## src/rtl/hilo_ctrl.sv

```systemverilog
// Multiply/divide sequencer that owns the architectural HI/LO registers.
// Optional build macro HILO_DIV0_PRECHECK_EN rejects a zero divisor before the divider is started.
module hilo_ctrl #(
  parameter int DIV_CYCLES  = 34,
  parameter int MULT_CYCLES = 33,
  parameter int CNT_W       = 6
) (
  input  logic        Clock,
  input  logic        Reset,
  input  logic        Start,
  input  logic        OpDiv,
  input  logic [31:0] DivisorIn,
  input  logic [31:0] DivHI,
  input  logic [31:0] DivLO,
  input  logic        Div0,
  input  logic [31:0] MultHI,
  input  logic [31:0] MultLO,
  input  logic        MtHi,
  input  logic        MtLo,
  input  logic [31:0] WrData,
  input  logic        MfReq,
  output logic        DivCtrl,
  output logic        MultCtrl,
  output logic [31:0] HI,
  output logic [31:0] LO,
  output logic        Busy,
  output logic        Done,
  output logic        DivZeroExc,
  output logic        Stall
);

  typedef enum logic [1:0] {IDLE, RUN, DONE, EXC} state_t;

`ifdef HILO_DIV0_PRECHECK_EN
  localparam bit PRECHECK_EN = 1'b1;
`else
  localparam bit PRECHECK_EN = 1'b0;
`endif

  localparam logic [CNT_W-1:0] DIV_LAST  = CNT_W'(DIV_CYCLES - 1);
  localparam logic [CNT_W-1:0] MULT_LAST = CNT_W'(MULT_CYCLES - 1);

  state_t           state_reg;
  logic             op_reg;
  logic [CNT_W-1:0] cnt_reg;
  logic [CNT_W-1:0] last_cnt;
  logic             precheck_hit;

  assign last_cnt     = op_reg ? DIV_LAST : MULT_LAST;
  assign precheck_hit = PRECHECK_EN & OpDiv & (DivisorIn == 32'd0);
  assign Stall        = (MfReq | MtHi | MtLo) & Busy;

  always_ff @(posedge Clock) begin
    if (Reset) begin
      state_reg  <= IDLE;
      op_reg     <= 1'b0;
      cnt_reg    <= '0;
      HI         <= 32'd0;
      LO         <= 32'd0;
      DivCtrl    <= 1'b0;
      MultCtrl   <= 1'b0;
      Busy       <= 1'b0;
      Done       <= 1'b0;
      DivZeroExc <= 1'b0;
    end else begin
      DivCtrl    <= 1'b0;
      MultCtrl   <= 1'b0;
      Busy       <= 1'b0;
      Done       <= 1'b0;
      DivZeroExc <= 1'b0;

      // Moves to HI/LO only land while no operation owns the registers.
      if (!Busy) begin
        if (MtHi) HI <= WrData;
        if (MtLo) LO <= WrData;
      end

      case (state_reg)
        // Leaving DONE doubles as the idle sampling point so a held Start
        // sees exactly one dead cycle between operations.
        IDLE, DONE: begin
          state_reg <= IDLE;
          if (Start) begin
            if (precheck_hit) begin
              state_reg  <= EXC;
              DivZeroExc <= 1'b1;
            end else begin
              state_reg <= RUN;
              op_reg    <= OpDiv;
              cnt_reg   <= '0;
              DivCtrl   <= OpDiv;
              MultCtrl  <= ~OpDiv;
              Busy      <= 1'b1;
            end
          end
        end

        RUN: begin
          if (op_reg && Div0) begin
            state_reg  <= EXC;
            DivZeroExc <= 1'b1;
          end else if (cnt_reg == last_cnt) begin
            HI        <= op_reg ? DivHI : MultHI;
            LO        <= op_reg ? DivLO : MultLO;
            state_reg <= DONE;
            Done      <= 1'b1;
          end else begin
            cnt_reg  <= cnt_reg + 1'b1;
            DivCtrl  <= op_reg;
            MultCtrl <= ~op_reg;
            Busy     <= 1'b1;
          end
        end

        default: state_reg <= IDLE;
      endcase
    end
  end

endmodule

```

## config.mk

```make
export PLATFORM = sky130hd
export DESIGN_NAME = hilo_ctrl
export DESIGN_NICKNAME = d
export VERILOG_FILES = /design/src/rtl/hilo_ctrl.sv
export SDC_FILE = /design/constraint.sdc
export NUM_CORES = 1
export LEC_CHECK = 0
export BUFFER_PORTS_ARGS = -buffer_cell sky130_fd_sc_hd__buf_2
export CORE_MARGIN = 2
export CORE_UTILIZATION = 41
export DETAILED_ROUTE_END_ITERATION = 10
export PLACE_DENSITY_LB_ADDON = 0.15
export SYNTH_ARGS = -nofsm -noshare
export SYNTH_HDL_FRONTEND = slang
export SYNTH_SLANG_ARGS = --single-unit
```

## constraint.sdc

```tcl
create_clock -name Clock -period 1.7 [get_ports Clock]
set_clock_uncertainty 0.15 [all_clocks]
set_input_delay 0.17 -clock Clock [delete_from_list [all_inputs] [get_ports Clock]]
set_output_delay 0.17 -clock Clock [all_outputs]
set_load 0.01 [all_outputs]
```

# [Word level (Yosys, flattened, before mapping)]
# Cells that the tools add are included.
[op_classes] reduce_logical=8 bitwise_logic=6 multipliers=0 shift=0 add_sub_neg=1 n_div=0 muxes=35 order_cmp=0 n_eq_ne=7
[op_table] op="2-to-1 mux 32 bit" count=12
[op_table] op="2-to-1 mux 6 bit" count=3
[op_table] op="2-to-1 mux 1 bit" count=13
[op_table] op="case mux 6 bit (2 select lines)" count=1
[op_table] op="adder 6 x 1 -> 6 bit (second input constant)" count=1
[op_table] op="== test 6 bit" count=1
[op_table] op="!= test 2 bit (second input constant)" count=3
[op_table] op="case mux 1 bit (2 select lines)" count=3
[op_table] op="2-to-1 mux 2 bit" count=2
[op_table] op="case mux 2 bit (2 select lines)" count=1
[op_table] op="AND reduction 4 bit" count=1
[op_table] op="OR reduction 2 bit" count=2
[op_table] op="!= test 3 bit (second input constant)" count=1
[op_table] op="inverter 1 bit" count=3
[op_table] op="OR reduction 3 bit" count=1
[op_table] op="== test 2 x 1 -> 1 bit (second input constant)" count=1
[op_table] op="== test 2 bit (second input constant)" count=1
[op_table] op="zero test 2 bit" count=1
[op_table] op="bitwise OR 1 bit" count=2
[op_table] op="AND reduction 2 bit" count=1
[op_table] op="nonzero test 2 bit" count=1
[op_table] op="AND 1 bit" count=1
[op_table] op="logical AND 1 bit" count=1
[word_totals] latchBits=0 regBits=78 n_memories=0 ram_bits=0 output_inout_bits=70 mem_bits_ro=0

# [Longest topological paths before layout]
[logic_depth] ltp_word=5 mapped_depth=7 depth_no_buf=5

# [Least setup slack after synthesis]
# Ideal clock, no wire load.
[synth_timing] path_kind="register -> register" start="reg cnt_reg[1]" end="reg HI[0]" required_time_ps=1404 synth_period_minus_slack_ps=1822 stages_incl_launch_ff=7 path_slack_ps=-122 arrival_ps=1526 setup_ps=146 cell_sequence="dfxtp_1 nor4_4 o211ai_1 buf_4 buf_6 a2111oi_2 a211oi_2"
[synth_between] elab_chain_cells=4
[synth_rtl] item="from (decl)" line="45" rtl="logic [CNT_W-1:0] cnt_reg;"
[synth_rtl] item="from (signal assigned)" line="108" rtl="cnt_reg <= cnt_reg + 1'b1;"
[synth_rtl] item="== test 6 bit" line="102" rtl="end else if (cnt_reg == last_cnt) begin"
[synth_rtl] item="2-to-1 mux 32 bit" line="102"
[synth_rtl] item="2-to-1 mux 32 bit" line="99" rtl="if (op_reg && Div0) begin"
[synth_rtl] item="2-to-1 mux 32 bit" line="78" rtl="case (state_reg)"
[synth_rtl] item="to (signal assigned)" line="74" rtl="if (MtHi) HI <= WrData;"
[synth_rtl] item="to (signal assigned)" line="103" rtl="HI <= op_reg ? DivHI : MultHI;"
[synth_rtl] item="to (decl)" line="24" rtl="output logic [31:0] HI,"
# No other way between the ends.
# A chain may end at the register's enable or synchronous reset.

# [Worst setup path after layout]
[layout_timing] start="reg cnt_reg[2]" end="reg LO[20]"
[layout_between] elab_chain_cells=4
[layout_rtl] item="== test 6 bit" line="102"
[layout_rtl] item="2-to-1 mux 32 bit" line="102"
[layout_rtl] item="2-to-1 mux 32 bit" line="99"
[layout_rtl] item="2-to-1 mux 32 bit" line="78"
[layout_rtl] item="to (signal assigned)" line="75" rtl="if (MtLo) LO <= WrData;"
[layout_rtl] item="to (signal assigned)" line="104" rtl="LO <= op_reg ? DivLO : MultLO;"
[layout_rtl] item="to (decl)" line="25" rtl="output logic [31:0] LO,"
# No other way between the ends.

==> flow_metrics.py <==
metrics = {
    "outcome": {
        "run_status": "finished with violations",
        "violations_in_the_final_reports": "negative setup slack",
    },
    "pwr": {
        "power.share.combinational_pct": 25.7,
        "reported_net_switching_power_mw": 1.526,
        "finalPower_mw": 5.163,
        "power.ir.vdd_worst_mv": 0.4619,
        "seqPwrFrac_pct": 39.1,
        "internal_power_mw": 3.638,
        "power.leakage_nw": 2.965,
        "pwr-share-clk_pct": 35.2,
        "switching_share_of_power_pct": 29.55,
        "power_density_cells_mw_per_mm2": 703.4,
    },
    "synth": {
        "syn_nets": 652,
        "postSynth.topFlopCell": "dfxtp_1",
        "post_synthesis_mux_area_share_pct": 13.10,
        "fraction_of_synthesized_cell_area_in_xor_and_xnor_cells_pct": 0,
        "synthAdderAreaFrac_pct": 0.2514,
        "largest_family_of_logic_cells_by_synthesized_area": "compound AO/OA/AOI/OAI gates",
        "yosys_register_bits": 78,
        "synthesized_area_mm2": 0.004977,
        "syn-mean-instance-area_um2": 11.04,
        "ys_seq_area_share_pct": 31.37,
        "ys_types": 40,
        "synth_simple_gate_area_share_pct": 12.44,
        "fraction_of_the_mapped_netlist_area_in_compound_gates_pct": 36.58,
        "async_reset_ff_share_pct": 0,
        "synth_edf_count": 0,
        "yosysWarnings": 0,
        "syn_inst": 451,
    },
    "final_layout": {
        "mostFrequentLayoutCells": "236 x buf_2, 74 x dfxtp_1, 65 x nor2b_1",
        "layout.core_utilization_pct": 61.63,
        "fin_area_mm2": 0.007341,
        "final-instance-count-excl-fill": 841,
        "synth_to_final_area_change_pct": 47.49,
        "layout.nets": 891,
        "mostFrequentLayoutCell": "buf_2",
        "ff_latch_area_mm2": 0.001569,
        "fillers": 986,
        "multi_input_area_mm2": 0.003560,
        "post_route_cells_drive_above_1_share_pct": 62.63,
    },
    "global_routing": {
        "vias_in_the_first_global_route": 4668,
        "antenna_found_initial": 1,
        "maximum_number_of_pins_on_one_net_before_global_route_repair": 63,
        "global_route_usage_sum_pct": 22.76,
        "grt_pass1_wl_mm": 23.69,
        "grt.overflow.total": 0,
    },
    "critical_path": {
        "timing.reg2reg.setup_slack_ps": -190,
        "crit_path_end_kind": "register",
        "crit_path_max_fo": 8,
        "crit-reg2reg-launch": "cnt_reg[2]",
        "worst-endpoint-arrival_ps": 1990,
        "worst-setup-path-type": "reg2reg",
        "critical_path.startpoint": "cnt_reg[2]",
        "worstSetupStartpointType": "register",
        "worst-r2r-cell-count": 6,
        "cp_data_required_time_ps": 1790,
    },
    "routing": {
        "routed-via-count": 4703,
        "postRouteAntennaNets": 0,
        "detail_route.wl_per_cell_um": 18.77,
        "first_drt_iteration_drcs": 164,
        "detail_route.vias_per_cell": 5.592,
        "drc": 0,
        "wl_mm": 15.79,
        "drt-pass1-iter-count": 4,
    },
    "cts": {
        "cts-root-buf": "clkbuf_16",
        "h-tree-depth": 3,
        "cts_made_buffers": 9,
        "clk_latency_ps": 330,
        "worst_setup_hold_path_clk_slew_ps": 60,
        "cts_tree": "built",
        "clock_tree.buffer_depth": 2,
        "clock_sinks": 78,
    },
    "sta": {
        "setup_violations": 65,
        "timing.final.max_slew_violations": 0,
        "finalHoldWorstSlack_ps": 47.62,
        "final_period_minus_worst_setup_slack_ps": 1892,
        "final_critical_path_setup_slack_ps": -192.2,
        "timing.fmax_mhz": 528.5,
        "layout_worst_path_cycle_share_pct": 111.3,
        "tightest_slew_ps": 532.3,
        "maxSlewHeadroom_pct": 64.51,
        "tns_ps": -10330,
        "timing.final.hold_violations": 0,
        "grt_setup_unrepaired": "yes",
    },
    "floorplanning": {
        "core_box_area_mm2": 0.01191,
        "dieWidth_um": 114.2,
        "initial_utilization_pct": 41.79,
        "die_y_um": 114.2,
        "floorplan.rows": 40,
        "die_area_mm2": 0.01304,
        "ioPinCount": 270,
    },
    "worst_hold_path": {
        "hold_path.class": "in2reg",
        "hold_startpoint": "DivHI[21]",
        "whs_path_depth": 3,
    },
    "placement": {
        "detailed_place.area_mm2": 0.006457,
        "final_gp_congestion": 0.7598,
        "placedCellCount": 815,
        "place_hpwl_mm": 10.69,
        "placement.setup.worst_slack_ps": -250.1,
        "io_buffers": 237,
    },
    "run": {
        "max_cap_violations": 0,
    },
}
[final timing paths]
kind / end
worst max register to register: LO[20]
worst min register to register: Busy
worst max-delay path: LO[20]
worst min-delay path: HI[21]
[critical path, cell delays in order (launching register included)]
cell	delay [ps]
dfxtp_2	330
nor4_4	290
o211ai_1	150
buf_4	180
or2_4	320
clkbuf_16	210
a211oi_2	180
[synth_stat cells, types with 2 or more instances]
library cell	n	area [um2]
a2111oi_0	4	35.03
a2111oi_2	60	900.9
a211oi_1	16	120.1
a211oi_2	49	613.1
a21oi_1	5	25.02
a32o_1	4	40.04
buf_2	9	45.04
buf_6	12	135.1
clkbuf_1	30	112.6
dfxtp_1	78	1562
inv_1	2	7.510
mux2i_1	64	640.6
nand2_1	6	22.52
nand2b_1	3	18.77
nand3_1	6	30.03
nor2_1	6	22.52
nor2b_1	67	419.2
nor3_1	4	20.02
o211ai_1	2	15.01
o21ai_0	4	20.02
[timing repair]
item | in CTS | in global routing
gates resized for setup | 32 | 29
hold buffers | 2 | 0
hold endpoints to repair | 3 | 0
pin swaps | 5 | 7
cloned | 2 | 2
endpoints found under the setup margin | 70 | 71
buffers inserted | 3 | 2
[kinds of logic (layout without fill, tap and decap cells)]
kind of cell,count (synthesis),in the layout
multiplexers,65,65
other,0,1
AO/OA/AOI/OAI,150,150
adder cells (fa/ha/maj),1,1
flip-flops,78,78
buffers and inverters,55,297
AND/OR/NAND/NOR,102,102
[layer usage]
layer / GRT usage (%) / part of all wire [%]
met5: 0 / 0
met4: 7.398 / 1.6
met3: 3.917 / 5.6
met2: 41.31 / 51
met1: 27.21 / 42
[power groups by stage]
| stage | logic (mW) | registers [mW] | clock network, mW |
|---|---|---|---|
| 2_1_floorplan | 0.632 | 2.10 | 0 |
| 3_3_place_gp | 1.19 | 2.05 | 0 |
| 3_5_place_dp | 1.21 | 2.05 | 0 |
| 4_1_cts | 1.27 | 2.02 | 1.84 |
| 5_1_grt | 1.43 | 2.03 | 1.93 |
| 6_report | 1.33 | 2.02 | 1.82 |
[layout make-up]
class | instances | area share, %
Sequential cell | 78 | 21.37
Antenna cell | 1 | 0.03409
Tap cell | 147 | 2.506
Timing Repair Buffer | 281 | 23.74
Clock inverter | 1 | 0.06818
Multi-Input combinational cell | 318 | 48.49
Clock buffer | 13 | 3.682
Inverter | 2 | 0.1023
Note: power is estimated with default switching activity, not from simulation.
